<file path="src/rtl/wb_pkg.sv">
// Shared Wishbone constants and arbiter state encoding.
package wb_pkg;
  localparam int ADR_MSB = 11;
  localparam int ADR_LSB = 2;
  localparam int DW      = 32;

  typedef enum logic [1:0] {
    IDLE = 2'd0,
    GNT0 = 2'd1,
    GNT1 = 2'd2
  } wb_state_e;

  // One-hot grant vector seen outside the arbiter; 00 when idle.
  function automatic logic [1:0] state_to_gnt(wb_state_e s);
    case (s)
      GNT0:    return 2'b01;
      GNT1:    return 2'b10;
      default: return 2'b00;
    endcase
  endfunction
endpackage

</file>
<file path="src/rtl/wb_timeout_cnt.sv">
// Slave wait counter: counts unanswered strobe cycles and flags a timeout
// on the TIMEOUT-th one. A slave ack/err in that same cycle suppresses it.
module wb_timeout_cnt #(
  parameter int TIMEOUT = 16
) (
  input  logic HCLK,
  input  logic HRESETn,
  input  logic idle,
  input  logic stb,
  input  logic ack,
  input  logic err,
  output logic timeout
);
  logic [7:0] cnt_q;

  assign timeout = stb && !ack && !err && (cnt_q == 8'(TIMEOUT - 1));

  always_ff @(posedge HCLK or negedge HRESETn) begin
    if (!HRESETn) begin
      cnt_q <= '0;
    end else if (idle || !stb || ack || err || timeout) begin
      cnt_q <= '0;
    end else begin
      cnt_q <= cnt_q + 8'd1;
    end
  end
endmodule

</file>
<file path="src/rtl/wb_rr_arbiter.sv">
// Two-master round-robin Wishbone arbiter with a registered grant and a
// slave-wait timeout that terminates a hung cycle with an error.
module wb_rr_arbiter
  import wb_pkg::*;
#(
  parameter int TIMEOUT = 16
) (
  input  logic                   HCLK,
  input  logic                   HRESETn,
  input  logic                   m0_cyc_i,
  input  logic                   m0_stb_i,
  input  logic                   m0_we_i,
  input  logic [ADR_MSB:ADR_LSB] m0_adr_i,
  input  logic [3:0]             m0_sel_i,
  input  logic [DW-1:0]          m0_dat_i,
  output logic [DW-1:0]          m0_dat_o,
  output logic                   m0_ack_o,
  output logic                   m0_err_o,
  input  logic                   m1_cyc_i,
  input  logic                   m1_stb_i,
  input  logic                   m1_we_i,
  input  logic [ADR_MSB:ADR_LSB] m1_adr_i,
  input  logic [3:0]             m1_sel_i,
  input  logic [DW-1:0]          m1_dat_i,
  output logic [DW-1:0]          m1_dat_o,
  output logic                   m1_ack_o,
  output logic                   m1_err_o,
  output logic                   s_cyc_o,
  output logic                   s_stb_o,
  output logic                   s_we_o,
  output logic [ADR_MSB:ADR_LSB] s_adr_o,
  output logic [3:0]             s_sel_o,
  output logic [DW-1:0]          s_dat_o,
  input  logic [DW-1:0]          s_dat_i,
  input  logic                   s_ack_i,
  input  logic                   s_err_i,
  output logic [1:0]             gnt_o
);
  // Handshake: a beat completes in the cycle where stb=1 and ack or err=1;
  // cyc framing the beats belongs to one master until that master drops it.
  wb_state_e state_q, state_d;
  logic      last_gnt_q, last_gnt_d;
  logic      stb_raw, timeout, sel0, sel1;

  always_ff @(posedge HCLK or negedge HRESETn) begin
    if (!HRESETn) begin
      state_q    <= IDLE;
      last_gnt_q <= 1'b1;
    end else begin
      state_q    <= state_d;
      last_gnt_q <= last_gnt_d;
    end
  end

  always_comb begin
    state_d    = state_q;
    last_gnt_d = last_gnt_q;
    case (state_q)
      IDLE: begin
        // On a tie, the master that did not hold the last grant wins.
        if (m0_cyc_i && (!m1_cyc_i || last_gnt_q)) begin
          state_d    = GNT0;
          last_gnt_d = 1'b0;
        end else if (m1_cyc_i) begin
          state_d    = GNT1;
          last_gnt_d = 1'b1;
        end
      end
      GNT0:    if (!m0_cyc_i) state_d = IDLE;
      GNT1:    if (!m1_cyc_i) state_d = IDLE;
      default: state_d = IDLE;
    endcase
  end

  assign sel0  = (state_q == GNT0);
  assign sel1  = (state_q == GNT1);
  assign gnt_o = state_to_gnt(state_q);

  always_comb begin
    s_cyc_o = 1'b0;
    stb_raw = 1'b0;
    s_we_o  = 1'b0;
    s_adr_o = '0;
    s_sel_o = '0;
    s_dat_o = '0;
    if (sel0) begin
      s_cyc_o = m0_cyc_i;
      stb_raw = m0_stb_i;
      s_we_o  = m0_we_i;
      s_adr_o = m0_adr_i;
      s_sel_o = m0_sel_i;
      s_dat_o = m0_dat_i;
    end else if (sel1) begin
      s_cyc_o = m1_cyc_i;
      stb_raw = m1_stb_i;
      s_we_o  = m1_we_i;
      s_adr_o = m1_adr_i;
      s_sel_o = m1_sel_i;
      s_dat_o = m1_dat_i;
    end
  end

  wb_timeout_cnt #(.TIMEOUT(TIMEOUT)) u_timeout_cnt (
    .HCLK    (HCLK),
    .HRESETn (HRESETn),
    .idle    (state_q == IDLE),
    .stb     (stb_raw),
    .ack     (s_ack_i),
    .err     (s_err_i),
    .timeout (timeout)
  );

  assign s_stb_o  = stb_raw && !timeout;
  assign m0_dat_o = s_dat_i;
  assign m1_dat_o = s_dat_i;
  // err dominates ack when a slave raises both.
  assign m0_ack_o = sel0 && s_ack_i && !s_err_i;
  assign m1_ack_o = sel1 && s_ack_i && !s_err_i;
  assign m0_err_o = sel0 && (s_err_i || timeout);
  assign m1_err_o = sel1 && (s_err_i || timeout);
endmodule

</file>
<file path="config.mk">
export PLATFORM = sky130hd
export DESIGN_NAME = wb_rr_arbiter
export DESIGN_NICKNAME = d
export VERILOG_FILES = /design/src/rtl/wb_pkg.sv /design/src/rtl/wb_timeout_cnt.sv /design/src/rtl/wb_rr_arbiter.sv
export SDC_FILE = /design/constraint.sdc
export NUM_CORES = 1
export LEC_CHECK = 0
export ABC_CLOCK_PERIOD_IN_PS = 2100
export CAP_MARGIN = 40
export CORE_AREA = 2 2 97 99
export DETAILED_ROUTE_END_ITERATION = 8
export DIE_AREA = 0 0 99 101
export PLACE_DENSITY = 0.69
export REMOVE_ABC_BUFFERS = 1
export SYNTH_ARGS = -nofsm -noshare
export SYNTH_HDL_FRONTEND = slang
export SYNTH_SLANG_ARGS = --single-unit
export TNS_END_PERCENT = 50
</file>
<file path="constraint.sdc">
create_clock -name HCLK -period 2.1 [get_ports HCLK]
set_clock_uncertainty 0.05 [all_clocks]
set_input_delay 0.63 -clock HCLK [delete_from_list [all_inputs] [get_ports HCLK]]
set_output_delay 0.63 -clock HCLK [all_outputs]
set_load 0.01 [all_outputs]
</file>
==> results of run 1 <==
## final timing paths
kind | start | endpoint | slack, ps | cells after the start
worst min-delay path | last_gnt_q | state_q[1] | 490 | 1
worst max register to register | state_q[1] | u_timeout_cnt.cnt_q[3] | 250 | 7
max in group asynchronous | HRESETn | last_gnt_q | 960 | 1
worst min register to register | last_gnt_q | state_q[1] | 490 | 1
worst max-delay path | state_q[1] | s_dat_o[12] | -360 | 8
min in group asynchronous | HRESETn | u_timeout_cnt.cnt_q[6] | 690 | 1
## stage by stage
stage	utilization, %	TNS (ps)
floorplan	-	-58380
global placement	33.0	-23310
detailed placement	33.0	-23040
CTS	36.3	-12960
global route	37.5	-15560
finish	37.5	-11710
## per-layer routing
layer / GRT usage, % / vias to the layer above / share of wire [%] / routed length (um)
li1: - / 914 / - / -
met1: 25.2 / 993 / 33 / 4560
met2: 37.7 / 202 / 41 / 5700
met3: 24.2 / 23 / 20 / 2720
met4: 12.0 / 2 / 5.2 / 717
met5: 5.13 / - / 0.38 / 52
## what timing repair did
item,in CTS,in global routing
pin swaps,8,9
setup buffers,19,15
cloned,4,0
hold buffers,0,0
resized for setup,197,98
setup endpoints to repair,55,55
## sequential cells by signal, indices dropped and copies added (netlist names)
signal / cells
last_gnt_q: 1
state_q: 2
u_timeout_cnt.cnt_q: 8
## critical path, delay by kind of cell (launching register included)
| family | cells | cell delay [ps] |
|---|---|---|
| AOI/OAI and AO/OA | 1 | 230 |
| buffers and inverters | 6 | 780 |
| DFF | 1 | 400 |
| and+or+nand+nor | 1 | 140 |
## kinds of logic after synthesis
kind of cell,Yosys count
DFF,11
adders and majority gates,1
xor gates and xnor gates,1
and+or+nand+nor,29
buffers and inverters,80
AOI/OAI and AO/OA,65
## power breakdown
part	internal (W)	switching (W)	leakage [nW]
clock	0.000132	0.0000707	0.0228
combinational	0.000925	0.000668	1.38
sequential	0.000238	0.0000179	0.148
total	0.00130	0.000756	1.55
## cell type report
class,instances,area [sq um]
fill,905,5610
timing repair buffer,217,2080
multi-input combinational,96,816
sequential,11,277
tap,111,139
clock buffer,4,45.0
inverter,3,11.3
## cells in the final DEF, fill, tap and decap left out, types with 2 or more instances in the layout
master / n
a21oi_1: 3
nand2_1: 5
buf_6: 34
and3b_1: 2
nor2_1: 3
clkdlybuf4s50_1: 97
dlygate4sd2_1: 4
o21ai_0: 5
nand2b_1: 3
clkbuf_2: 5
inv_1: 3
a22o_1: 41
nand3_1: 2
buf_2: 23
buf_4: 43
dfrtp_1: 10
o41ai_2: 2
buf_8: 2
buf_12: 5
buf_16: 3
or3_1: 4
clkbuf_8: 3
a211oi_1: 2
nand3b_1: 2
a22o_4: 7
## synthesized netlist by cell type, types with 3 or more instances
cell type	count
or3_1	4
nand2_1	5
nor2_1	3
a22o_1	48
a21oi_1	3
buf_2	9
nand2b_1	3
o21ai_0	5
inv_1	3
dfrtp_1	10
clkbuf_1	3
buf_4	64
==> results.cfg, run 1 <==
[place]
pre_cts_ws_ps = -1040
placed_cell_area_sq_um = 2960
dpl.hpwl_um = 11300
portBuffers = 156
gp_congestion = 0.927
place_inst = 403

[synth]
synthAdderAreaFrac_pct = 0.799
synth_edf_count = 0
synthSimpleGateAreaFrac_pct = 10.8
synth_area_per_cell_sq_um = 8.38
syn-cell-area_sq_um = 1570
yosys-top-cells-area = buf_4 31%, a22o_1 27%, dfrtp_1 16%
synth-compound-area-share_pct = 34.5
synth_cell_types = 33
ys_seq_area_share_pct = 17.7
ys_seq_elements = 11
synth_xor_area_share_pct = 0.559
synthFlopType = dfrtp_1
yosys_warnings = 0
yosys.area.top_type_share_pct = 30.7
syn_inst = 187
async_flop_share_pct = 100
synth.area.mux_share_pct = 0
synth_top_family_by_area = buffers and inverters
synth_top_area_cell = buf_4

[setup_path]
worstPathMaxFanout = 7
required_ps = 1420
cp_slowest_cell = dfrtp_1
worst-setup-path-type = register to output port
start_kind = register
critPathCaptureType = output port
critPathMostFrequentCell = buf_6
crit_arrival_ps = 1780
critPathMaxStageDelay_ps = 400
path_cells = buf_4, buf_6, nor2b_4, buf_12, buf_4, buf_6, a22o_1, buf_6

[global_route]
grt_max_degree = 21
antenna_found_initial = 0
grt_first_pass_wirelength_um = 17600
track_usage_pct = 26.1
grt_pass1_vias = 2130
grt_overflow = 0

[finish]
antennaDiodeCount = 0
nNetsFinal = 467
fin_cells = 442
fin_area_sq_um = 3360
drive_above_1_share_pct = 39.9
area_growth_pct = 115

[drt]
drt_iter0_markers = 69
finalWirelength_um = 13700
drc = 0
drt_pass1_iterations = 4
via_per_inst = 4.83
wl_per_cell_um = 31.1
vias = 2134
ant_nets = 0

[clock_tree]
cts_tree = built
clkTransAtPathRegs_ps = 50
clock-sinks = 11
cts_max_level = 1
clock_tree.root_cell = clkbuf_8
clock_latency_ps = 230
cts_buffers = 3
cts.path.max_buffers = 2

[timing]
hold_slack_ps = 486
final_max_slew_viol_count = 0
setup_violations = 54
worst_pin_slew_ps = 498
worst_slack_ps = -356
hold_violations = 0
slew_headroom_pct = 66.7
period_minus_slack_ps = 2460
fmax_mhz = 407
fin_crit_sh_pct = 117
rsz0062_at_grt = yes

[floorplanning]
die-area_sq_um = 10000
design.core.area_sq_um = 8980
row_count = 35
die_w_um = 99
io_pins = 253
die_h_um = 101
initial_core_util_pct = 17.4

[pwr]
power_w = 0.00205
leakage_nw = 1.55
peakVddDrop_mv = 0.206
p_per_area_nw_per_um2 = 610

[run_status]
outcome = finished, violations left
violations = negative setup slack

[run]
maxCapViolations = 0

[min_path]
hold_path.class = register to register
No activity file was read; power rests on OpenSTA's default activity.
==> run 2, diff against run 1 <==
--- a/config.mk
+++ b/config.mk
@@ -10,7 +10,9 @@
 export CORE_AREA = 2 2 97 99
 export DETAILED_ROUTE_END_ITERATION = 8
 export DIE_AREA = 0 0 99 101
-export PLACE_DENSITY = 0.69
+export DONT_BUFFER_PORTS = 1
+export MAX_ROUTING_LAYER = met4
+export PLACE_DENSITY = 0.31
 export REMOVE_ABC_BUFFERS = 1
 export SYNTH_ARGS = -nofsm -noshare
 export SYNTH_HDL_FRONTEND = slang
==> run 2 against run 1 <==
The run still ends with negative setup slack left. Clock power grew 5%. Fmax grew 3.0%. Global-route usage decreased by 2.5 points. Total power is 22% lower. Flip-flop and latch count is the same. Sequential share of layout area grew 5.1 points. Count of clock-buffer cells in the layout unchanged. Critical path type unchanged. Largest cell class is now multi-input combinational cells. Largest power group unchanged.
==> results.cfg, run 2 (same netlist as run 1, synthesis figures left out) <==
[finish]
fillers = 922
largest_register_ffs = 8
top_register = u_timeout_cnt.cnt_q
seq_area_sq_um = 277
multiInputGateArea_sq_um = 1190
area_growth_pct = 32.8
layout_commonest_cell = a22o_4
fin_area_sq_um = 2080
final_core_utilization_pct = 23.2
fin_cells = 261
reg_top3 = u_timeout_cnt.cnt_q (8), state_q (2), last_gnt_q (1)
nNetsFinal = 286
drive_above_1_share_pct = 63.3
antennaDiodeCount = 0
mostFrequentLayoutCells = 46 x a22o_4, 24 x buf_4, 10 x dfrtp_1, 5 x nand2_1, 5 x buf_12

[pwr]
leakage_nw = 0.944
pwr-share-comb_pct = 70.9
intPower_w = 0.000922
p_sw_w = 0.000680
seq_power_share_pct = 15.8
power_frac_clock_pct = 13.3
swShare_pct = 42.5
power_w = 0.00160
peakVddDrop_mv = 0.254
p_per_area_nw_per_um2 = 770

[run]
maxCapViolations = 0

[run_status]
outcome = finished, violations left
violations = negative setup slack

[place]
dpl.hpwl_um = 10600
placed_cell_area_sq_um = 1360
pre_cts_ws_ps = -282
portBuffers = 0
gp_congestion = 0.780
place_inst = 244

[setup_path]
crit_arrival_ps = 1700
worst-setup-path-type = register to output port
critPathCaptureType = output port
rrSetupSlack_ps = 550
crit_family = compound AO/OA/AOI/OAI gates
critical_path_buf_inv_count = 1
worstPathMaxFanout = 3
cp_slowest_cell = dfrtp_1
required_ps = 1420
start_kind = register
critPathMaxStageDelay_ps = 390
path_cells = nand3b_1, a211o_1, o41ai_4, buf_4

[timing]
worst_slack_ps = -284
fmax_mhz = 420
period_minus_slack_ps = 2380
hold_violations = 0
final_max_slew_viol_count = 0
fin_crit_sh_pct = 114
setup_violations = 52
rsz0062_at_grt = yes
slew_headroom_pct = 79.9
worst_pin_slew_ps = 301

[clock_tree]
hold_buffers = 0
cts_buffers = 3
clock_latency_ps = 240
cts.path.max_buffers = 2
clock-sinks = 11
cts_tree = built
clkTransAtPathRegs_ps = 50
clock_tree.root_cell = clkbuf_8
cts_max_level = 1

[global_route]
grt_overflow = 0
grt_first_pass_wirelength_um = 14400
track_usage_pct = 23.5
antenna_found_initial = 0
grt_max_degree = 47
grt_pass1_vias = 1427

[drt]
wl_per_cell_um = 46.7
drt_pass1_iterations = 4
ant_nets = 0
drt_iter0_markers = 47
drc = 0
via_per_inst = 5.53
vias = 1444
finalWirelength_um = 12200

[floorplanning]
die_h_um = 101
die-area_sq_um = 10000
die_w_um = 99
io_pins = 253
row_count = 35
initial_core_util_pct = 17.4
design.core.area_sq_um = 8980

[min_path]
hold_path.class = input pin to async pin
-- run 2: worst paths after layout --
check / from / end / cells after the start
hold reg to reg: u_timeout_cnt.cnt_q[3] / u_timeout_cnt.cnt_q[3] / 1
max in group asynchronous: HRESETn / last_gnt_q / 0
setup reg to reg: state_q[1] / u_timeout_cnt.cnt_q[5] / 4
min in group HCLK: u_timeout_cnt.cnt_q[3] / u_timeout_cnt.cnt_q[3] / 1
hold / removal: HRESETn / u_timeout_cnt.cnt_q[5] / 0
setup / recovery: state_q[1] / m0_err_o / 4
-- run 2: timing repair --
| action | CTS | global route |
|---|---|---|
| gates resized for setup | 79 | 10 |
| cloned | 3 | 1 |
| pin swaps | 33 | 9 |
| buffers inserted | 6 | 3 |
| endpoints found under the setup margin | 50 | 53 |
-- run 2: cell type report --
type	count	share of cell area [%]
multi-input combinational	96	57.1
sequential	11	13.3
timing repair buffer	36	20.3
clock buffer	4	2.16
inverter	3	0.541
tap	111	6.67
-- run 2: through the flow --
stage / hold WS (ps) / setup TNS [ps]
floorplan: 284 / -58380
global placement: 285 / -491
detailed placement: 285 / -496
CTS: 26.9 / -8430
global route: 16.4 / -11240
finish: 35.7 / -8480
-- run 2: power groups by stage --
| stage | sequential, W | clock, W | combinational (W) |
|---|---|---|---|
| final | 0.000254 | 0.000213 | 0.00114 |
| after global placement | 0.000256 | 0 | 0.000706 |
| after global routing | 0.000256 | 0.000238 | 0.00120 |
| after CTS | 0.000252 | 0.000224 | 0.00108 |
| after floorplan | 0.000260 | 0 | 0.000417 |
| after detailed placement | 0.000256 | 0 | 0.000708 |
-- run 2: metal layers --
layer  up-vias  wire, um  global-route usage [%]
li1        553         -                       -
met3         6      3610                    34.3
met2       235      5700                    36.7
met4         0       183                    4.32
met5         -         0                       -
met1       650      2690                    14.1
==> run 3, diff against run 2 <==
--- a/config.mk
+++ b/config.mk
@@ -7,9 +7,9 @@
 export LEC_CHECK = 0
 export ABC_CLOCK_PERIOD_IN_PS = 2100
 export CAP_MARGIN = 40
-export CORE_AREA = 2 2 97 99
+export CORE_AREA = 2 2 98 100
 export DETAILED_ROUTE_END_ITERATION = 8
-export DIE_AREA = 0 0 99 101
+export DIE_AREA = 0 0 100 102
 export DONT_BUFFER_PORTS = 1
 export MAX_ROUTING_LAYER = met4
 export PLACE_DENSITY = 0.31
==> run 3 against run 2 <==
The flow now stops in detailed routing. Area after synthesis stayed put. Synthesized cell count stayed put. Global-route usage is 0.65 points lower.
==> results.cfg, run 3 <==
[synth]
synth-compound-area-share_pct = 34.5
synth_top_family_by_area = buffers and inverters
synthTopCellsByCount = 64 x buf_4, 48 x a22o_1, 10 x dfrtp_1, 9 x buf_2
yosys.area.top_type_share_pct = 30.7
syn-cell-area_sq_um = 1570
yosys_warnings = 0
synth_most_common_cell = buf_4
synthAdderAreaFrac_pct = 0.799
synthSimpleGateAreaFrac_pct = 10.8
synth_area_per_cell_sq_um = 8.38
synth_edf_count = 0
syn_inst = 187
synth_top_area_cell = buf_4
yosys-top-cells-area = buf_4 31%, a22o_1 27%, dfrtp_1 16%
synth_cell_types = 33
synth_xor_area_share_pct = 0.559
async_flop_share_pct = 100
synth.area.mux_share_pct = 0
synthFlopType = dfrtp_1
ys_seq_elements = 11
ys_seq_area_share_pct = 17.7

[global_route]
grt_first_pass_wirelength_um = 14100
track_usage_pct = 22.9
antenna_found_initial = 0
grt_overflow = 0
grt_pass1_vias = 1302
grt_max_degree = 49

[floorplanning]
die_w_um = 100
initial_core_util_pct = 17.2
die_h_um = 102
io_pins = 253
row_count = 35

[run_status]
failed_stage = detailed routing
stop_error = [ERROR DRT-0255] Maze Route cannot find path of net s_dat_i[15] in worker of routeBox ( 48300 0 ) ( 100000 48300 ).
outcome = did not finish

[place]
gp_congestion = 0.809
place_inst = 242
placed_cell_area_sq_um = 1350
dpl.hpwl_um = 11100
portBuffers = 0

[clock_tree]
cts_max_level = 1
clock_tree.root_cell = clkbuf_8
cts_buffers = 3
clock-sinks = 11
cts.path.max_buffers = 2

[timing]
endpoint_type = top-level output
crit_endpoint = m0_err_o
run 3: cell counts after synthesis:
Identical to the previous run, type by type.
run 3: logic make-up after synthesis:
group                      after synthesis
xor gates and xnor gates                 1
buffers and inverters                   80
adders and majority gates                1
and+or+nand+nor                         29
DFF                                     11
AOI/OAI and AO/OA                       65
run 3: per-stage QoR:
step	worst slack (ps)	hold slack [ps]
after floorplan	-1180	284
after global placement	-158	285
after detailed placement	-151	285
after CTS	-214	24.1
after global routing	-258	15.7
run 3: routing by layer:
| metal | track usage [%] |
|---|---|
| met2 | 32.1 |
| met4 | 9.91 |
| met1 | 14.3 |
| met3 | 33.6 |
| met5 | - |
run 3: what timing repair did:
action                     in CTS  in global routing
hold buffers                    0                  0
setup endpoints to repair      51                 52
gates resized for setup        33                 38
setup buffers                   1                  4
pin swaps                       3                  8
gates cloned                    0                  1
==> run 4, diff against run 3 <==
--- a/config.mk
+++ b/config.mk
@@ -5,14 +5,13 @@
 export SDC_FILE = /design/constraint.sdc
 export NUM_CORES = 1
 export LEC_CHECK = 0
-export ABC_CLOCK_PERIOD_IN_PS = 2100
+export ABC_CLOCK_PERIOD_IN_PS = 2700
 export CAP_MARGIN = 40
-export CORE_AREA = 2 2 98 100
+export CORE_AREA = 2 2 97 99
 export DETAILED_ROUTE_END_ITERATION = 8
-export DIE_AREA = 0 0 100 102
+export DIE_AREA = 0 0 99 101
 export DONT_BUFFER_PORTS = 1
-export MAX_ROUTING_LAYER = met4
-export PLACE_DENSITY = 0.31
+export PLACE_DENSITY_LB_ADDON = 0.15
 export REMOVE_ABC_BUFFERS = 1
 export SYNTH_ARGS = -nofsm -noshare
 export SYNTH_HDL_FRONTEND = slang
==> constraint.sdc (replaced) <==
create_clock -name HCLK -period 2.7 [get_ports HCLK]
set_clock_uncertainty 0.05 [all_clocks]
set_input_delay 0.81 -clock HCLK [delete_from_list [all_inputs] [get_ports HCLK]]
set_output_delay 0.81 -clock HCLK [all_outputs]
set_load 0.01 [all_outputs]
==> run 4 against run 3 <==
The run now ends clean. Global-route usage is 5.5 points lower.
==> results.cfg, run 4 (same netlist as run 1, synthesis figures left out) <==
[run_status]
outcome = completed

[floorplanning]
die_h_um = 101
row_count = 35
die_w_um = 99
design.core.area_sq_um = 8980
initial_core_util_pct = 17.4
die-area_sq_um = 10000
io_pins = 253

[finish]
drive_above_1_share_pct = 16.9
top_register = u_timeout_cnt.cnt_q
seq_area_sq_um = 277
multiInputGateArea_sq_um = 754
largest_register_ffs = 8
mostFrequentLayoutCells = 48 x a22o_1, 10 x dfrtp_1, 9 x buf_4, 5 x nand2_1, 5 x o21ai_0
nNetsFinal = 260
reg_top3 = u_timeout_cnt.cnt_q (8), state_q (2), last_gnt_q (1)
layout_commonest_cell = a22o_1
area_growth_pct = -16.1
fillers = 1005
antennaDiodeCount = 0

[setup_path]
worst-setup-path-type = input pin to output port
crit_family = compound AO/OA/AOI/OAI gates
crit_arrival_ps = 1770
critPathCaptureType = output port
cp_slowest_cell = a211o_1
critical_path_buf_inv_count = 1
required_ps = 1840
worstPathMaxFanout = 3
path_cells = nand3b_1, a211o_1, o41ai_2, buf_4
start_kind = input pin
critPathMaxStageDelay_ps = 360

[timing]
final_max_slew_viol_count = 0
rsz0062_at_grt = no
worst_pin_slew_ps = 436
fmax_mhz = 380
period_minus_slack_ps = 2630
worst_slack_ps = 71.1
hold_violations = 0
hold_slack_ps = 212
slew_headroom_pct = 70.7
setup_violations = 0
fin_crit_sh_pct = 97.4

[drt]
finalWirelength_um = 9640
via_per_inst = 5.52
drt_pass1_iterations = 4
drc = 0
vias = 1298
drt_iter0_markers = 35
wl_per_cell_um = 41.0
ant_nets = 0

[pwr]
leakage_nw = 0.508
power_w = 0.000865
peakVddDrop_mv = 0.236
p_per_area_nw_per_um2 = 658

[global_route]
track_usage_pct = 17.4
grt_max_degree = 52
grt_first_pass_wirelength_um = 11700
grt_pass1_vias = 1297
antenna_found_initial = 0
grt_overflow = 0

[place]
portBuffers = 0
pre_cts_ws_ps = 3.63
gp_congestion = 0.918
dpl.hpwl_um = 8340

[clock_tree]
clkTransAtPathRegs_ps = 60
clock_latency_ps = 240
cts_setup_buffers = 0
clock_tree.root_cell = clkbuf_8
cts_tree = built
hold_buffers = 0
cts_buffers = 3
cts.path.max_buffers = 2
clock-sinks = 11
cts_max_level = 1

[min_path]
hold_path.class = input pin to async pin

[run]
maxCapViolations = 0
run 4: repair_timing:
item | in CTS | in global routing
gates resized for setup | 1 | 2
cloned | 0 | 0
pin swaps | 0 | 0
setup endpoints to repair | 1 | 2
run 4: through the flow:
step | cell area, sq um | cells | utilization [%] | TNS, ps
after floorplan | 1020 | 110 | - | -36470
after global placement | 1250 | 231 | 14.0 | 0
after detailed placement | 1250 | 231 | 14.0 | 0
after CTS | 1310 | 235 | 14.6 | 0
after global routing | 1320 | 235 | 14.6 | 0
final | 1320 | 235 | 14.6 | 0
run 4: routing by layer:
metal | up-vias | routed length, um | global-route usage, %
met1 | 618 | 3650 | 20.3
met5 | - | 0 | 0
met2 | 179 | 3790 | 22.6
met3 | 0 | 2210 | 19.1
li1 | 501 | - | -
met4 | 0 | 0 | 0.948
run 4: cell type report:
type | instances | share of cell area [%]
multi-input combinational | 96 | 57.4
timing repair buffer | 10 | 6.66
clock buffer | 3 | 3.14
clock inverter | 1 | 0.381
inverter | 3 | 0.856
tap | 111 | 10.6
sequential | 11 | 21.0
run 4: worst paths after layout:
kind / startpoint / endpoint / slack, ps / depth (start not counted)
min: HRESETn / state_q[1] / 210 / 0
max: m0_stb_i / m1_err_o / 70 / 4
min in group HCLK: u_timeout_cnt.cnt_q[0] / u_timeout_cnt.cnt_q[0] / 470 / 1
min reg2reg: u_timeout_cnt.cnt_q[0] / u_timeout_cnt.cnt_q[0] / 470 / 1
max reg2reg: u_timeout_cnt.cnt_q[6] / u_timeout_cnt.cnt_q[5] / 1100 / 4
max in group asynchronous: HRESETn / last_gnt_q / 2220 / 0
run 4: worst register-to-register path, cell delays in order, from the launching register on:
cell	delay, ps
dfrtp_1	400
nor4_1	450
buf_4	200
nor2b_1	290
a211oi_1	90
run 4: power breakdown:
| group | switching (W) | internal, W |
|---|---|---|
| combinational | 0.000336 | 0.000168 |
| clock | 0.0000640 | 0.000101 |
| sequential | 0.0000113 | 0.000185 |
| total | 0.000411 | 0.000454 |
==> variant 1: new RTL, config.mk and constraints of run 4 <==
`ADR_MSB`: 11 -> 12.
--- a/src/rtl/wb_pkg.sv
+++ b/src/rtl/wb_pkg.sv
@@ -1,6 +1,6 @@
 // Shared Wishbone constants and arbiter state encoding.
 package wb_pkg;
-  localparam int ADR_MSB = 11;
+  localparam int ADR_MSB = 12;
   localparam int ADR_LSB = 2;
   localparam int DW      = 32;
 
Ports: changed (resized m0_adr_i, m1_adr_i and s_adr_o); port bits go from 253 to 256. No check against the original RTL was run, so the function may have changed too.
==> variant 1 against run 4 <==
Sequential cell count stayed put; sequential power is 3% higher; power is 0.17% lower; die area stayed put; wire length is 8.2% higher; synthesized area is 0.64% higher; setup slack worse by 0.022 ns; non-clock buffer count is 1 higher; cell area is 1.3% higher; critical endpoint is now m0_err_o; largest cell class unchanged.
==> variant 1: results (changes against run 4) <==
----------------------------------------------------
[Outcome]
  Outcome ... finished clean

[Placement]
  Cells after DPL ... 233 (+0.87%)
  Area after DPL ... 1260 um^2 (+0.30%)
  Estimated wirelength of the detail-placed design ... 9230 um (+11%)

[Pwr]
  Switching power of the nets ... 0.413 mW (+0.47%)
  Static leakage ... 0.522 nW (+2.8%)

[Drt]
  Via density per instance ... 5.53 (about the same)
  Routed length on met3 ... 2030 um (-8.2%)
  Uppermost layer routed ... met4
  Wire length on met1 ... 3390 um (-7.1%)
  Number of violations reported at the end of detailed-routing iteration 0 ... 25 (-29%)
  Metal2 WL ... 4920 um (+30%)

[Final layout]
  Total number of nets in the final design ... 264 (+1.5%)
  Number of standard cells in the layout, taps in and fillers out ... 237 (+0.85%)
  Fraction of layout cells with a size suffix above 1 ... 0.190 (+0.0211)
  Number of filler cells placed in the layout ... 1010 (+0.50%)

[Global route]
  Met1 Track Usage GR ... 0.181 (-0.0218)
  GR Layer Usage met2 ... 0.315 (+0.0894)
  GRT Total Usage ... 0.190 (+0.0155)
  Largest net degree at the start of global routing ... 29 (-44%)
  Via count of the first global-routing pass ... 1361 (+4.9%)

[Critical path]
  Crit path arrival time ... 1.79 ns (+0.02 ns)
  Capturing element of the worst setup path ... m0_err_o
  Endpoint of the lowest-slack register-to-register path ... u_timeout_cnt.cnt_q[1]
  Worst R2R Setup Slack ... 1.12 ns (+0.02 ns)

[Timing]
  Post-route worst hold slack ... 0.217 ns (+0.00502 ns)
  Slew @ Worst Pin ... 0.526 ns (+0.0902 ns)

[Synthesis]
  Cells taking the most area after synthesis ... sky130_fd_sc_hd__buf_4 30%, sky130_fd_sc_hd__a22o_1 27%, sky130_fd_sc_hd__dfrtp_1 16%
  Most frequent cells after synthesis ... 64 x sky130_fd_sc_hd__buf_4, 49 x sky130_fd_sc_hd__a22o_1, 10 x sky130_fd_sc_hd__buf_2, 10 x sky130_fd_sc_hd__dfrtp_1
  Synth Instances ... 188 (+0.53%)
  Share of the yosys chip area belonging to registers ... 0.175 (-0.00112)

----------------------------------------------------
## variant 1: changes by cell type in the layout (fill, tap and decap cells not counted)
cell,run 4,this run
sky130_fd_sc_hd__ha_1,1,0
sky130_fd_sc_hd__a22o_1,48,49
sky130_fd_sc_hd__buf_12,1,0
sky130_fd_sc_hd__ha_2,0,1
sky130_fd_sc_hd__nor4_1,1,0
sky130_fd_sc_hd__nor4_2,0,1
sky130_fd_sc_hd__nand2b_2,1,0
sky130_fd_sc_hd__buf_4,9,11
sky130_fd_sc_hd__nand2b_4,0,1
## variant 1: what timing repair did
item                                    CTS  global route
endpoints found under the setup margin    1             2
gates resized for setup                   1             4
pin swaps                                 0             1
hold buffers                              0             0
## variant 1: power by group through the flow
stage | Clock (mW) | Sequential, mW | Combinational, mW
2_1_floorplan | 0 | 0.202 | 0.330
3_3_place_gp | 0 | 0.202 | 0.496
3_5_place_dp | 0 | 0.204 | 0.500
4_1_cts | 0.167 | 0.201 | 0.506
5_1_grt | 0.177 | 0.204 | 0.529
6_report | 0.163 | 0.202 | 0.499
## variant 1: kinds of logic after synthesis
kind of cell    synth area share
compound gates             0.348
fa+ha+maj                0.00794
simple gates               0.107
xor+xnor                 0.00556
buf+inv                    0.356
flops                      0.175
## variant 1: metrics by stage
step / utilization / setup TNS, ns / setup slack [ns]
after floorplan: - / -38.97 / -0.799
after global placement: 0.140 / -0.0509 / -0.0509
after detailed placement: 0.140 / -0.101 / -0.101
after CTS: 0.146 / 0 / 0.00611
after global routing: 0.148 / 0 / 0.00652
final: 0.148 / 0 / 0.0493
## variant 1: area by class of cell
type	instances	share of cell area
Multi-Input combinational cell	97	0.583
Tap cell	111	0.104
Sequential cell	11	0.208
Clock inverter	1	0.00376
Inverter	3	0.00845
Clock buffer	3	0.0310
Timing Repair Buffer	11	0.0620
==> variant 2: new RTL, flow settings as in run 4 <==
Without the edit above. Encoding of `wb_state_e`: now one-hot (3 bits for 3 states).
--- a/src/rtl/wb_pkg.sv
+++ b/src/rtl/wb_pkg.sv
@@ -4,10 +4,10 @@
   localparam int ADR_LSB = 2;
   localparam int DW      = 32;
 
-  typedef enum logic [1:0] {
-    IDLE = 2'd0,
-    GNT0 = 2'd1,
-    GNT1 = 2'd2
+  typedef enum logic [2:0] {
+    IDLE = 3'b001,
+    GNT0 = 3'b010,
+    GNT1 = 3'b100
   } wb_state_e;
 
   // One-hot grant vector seen outside the arbiter; 00 when idle.
Behaviour: same outputs for any inputs over 10 cycles, from zero or initial values and one cycle with HRESETn low; not proved beyond that.
==> variant 2 against run 4 <==
Sequential power up 42%; critical endpoint is now s_stb_o; setup slack got worse by 0.12 ns; sequential cell count is 1 higher; power up 28%; cell area increased by 7.4%; first-iteration DRC count grew to 3.0 times the old value; the run now ends with setup timing left; largest power group unchanged; wire length shrank 8.8%; clock power grew 21%; hold slack got worse by 0.0034 ns; largest cell class unchanged; synthesized area is 5.4% higher.
==> variant 2: results (changes against run 4) <==
----------------------------------------------------
[Pwr]
  Static leakage ... 0.516 nW (+1.6%)

[Final layout]
  Number of standard cells in the layout, taps in and fillers out ... 243 (+3.4%)
  Largest regs ... u_timeout_cnt.cnt_q (8), state_q (3), last_gnt_q (1)
  Fraction of layout cells with a size suffix above 1 ... 0.189 (+0.0200)
  Storage cell area ... 303 um^2 (+9.5%)
  Total number of nets in the final design ... 268 (+3.1%)
  Number of filler cells placed in the layout ... 1004 (-0.10%)

[Global route]
  Via count of the first global-routing pass ... 1254 (-3.3%)
  Met1 Track Usage GR ... 0.191 (-0.0123)

[Drt]
  Number of violations reported at the end of detailed-routing iteration 0 ... 106 (+200%)
  Drt total wl ... 8790 um (-8.8%)
  Uppermost layer routed ... met4

[Timing]
  Least setup slack across all paths after layout ... -0.0451 ns (-0.116 ns)
  Number of endpoints failing setup at the final stage ... 3 (+3)
  Setup TNS ... -0.0808 ns (-0.0808 ns)

[Critical path]
  CP max stage cell ... sky130_fd_sc_hd__or4_4
  Register-to-Register Path Depth ... 5 (+1)

[Synthesis]
  Complex-gate fraction of the synthesized area ... 0.331 (-0.0137)
  Arithmetic-cell share of the synthesized area counting full adders, half adders and majority gates ... 0.00758 (-0.000406)
  Share of the synthesized netlist area taken by xor and xnor gates ... 0.0159 (+0.0103)
  Synth Instances ... 195 (+4.3%)
  Share of the yosys chip area belonging to registers ... 0.183 (+0.00695)

[Outcome]
  Violations in the final reports ... setup timing
  Outcome ... finished with violations

[Placement]
  DP Worst Slack ... 0.197 ns (+0.194 ns)
  Estimated wirelength of the detail-placed design ... 7530 um (-9.8%)

----------------------------------------------------
variant 2: final timing paths:
kind / end / slack (ns) / from
max reg2reg: u_timeout_cnt.cnt_q[6] / 1.07 / u_timeout_cnt.cnt_q[0]
max: s_stb_o / -0.05 / u_timeout_cnt.cnt_q[5]
min reg2reg: u_timeout_cnt.cnt_q[0] / 0.44 / u_timeout_cnt.cnt_q[0]
min in group HCLK: u_timeout_cnt.cnt_q[0] / 0.44 / u_timeout_cnt.cnt_q[0]
max in group asynchronous: state_q[0] / 2.22 / HRESETn
min: u_timeout_cnt.cnt_q[3] / 0.21 / HRESETn
variant 2: area by class of cell:
cell class / instances / area share
clock buffer: 4 / 0.0390
inverter: 3 / 0.00797
multi-input combinational: 104 / 0.584
sequential: 12 / 0.214
tap: 111 / 0.0983
timing repair buffer: 9 / 0.0567
variant 2: where the power goes:
part,switching [mW],internal [mW]
Combinational,0.388,0.238
Clock,0.0708,0.129
Sequential,0.0585,0.220
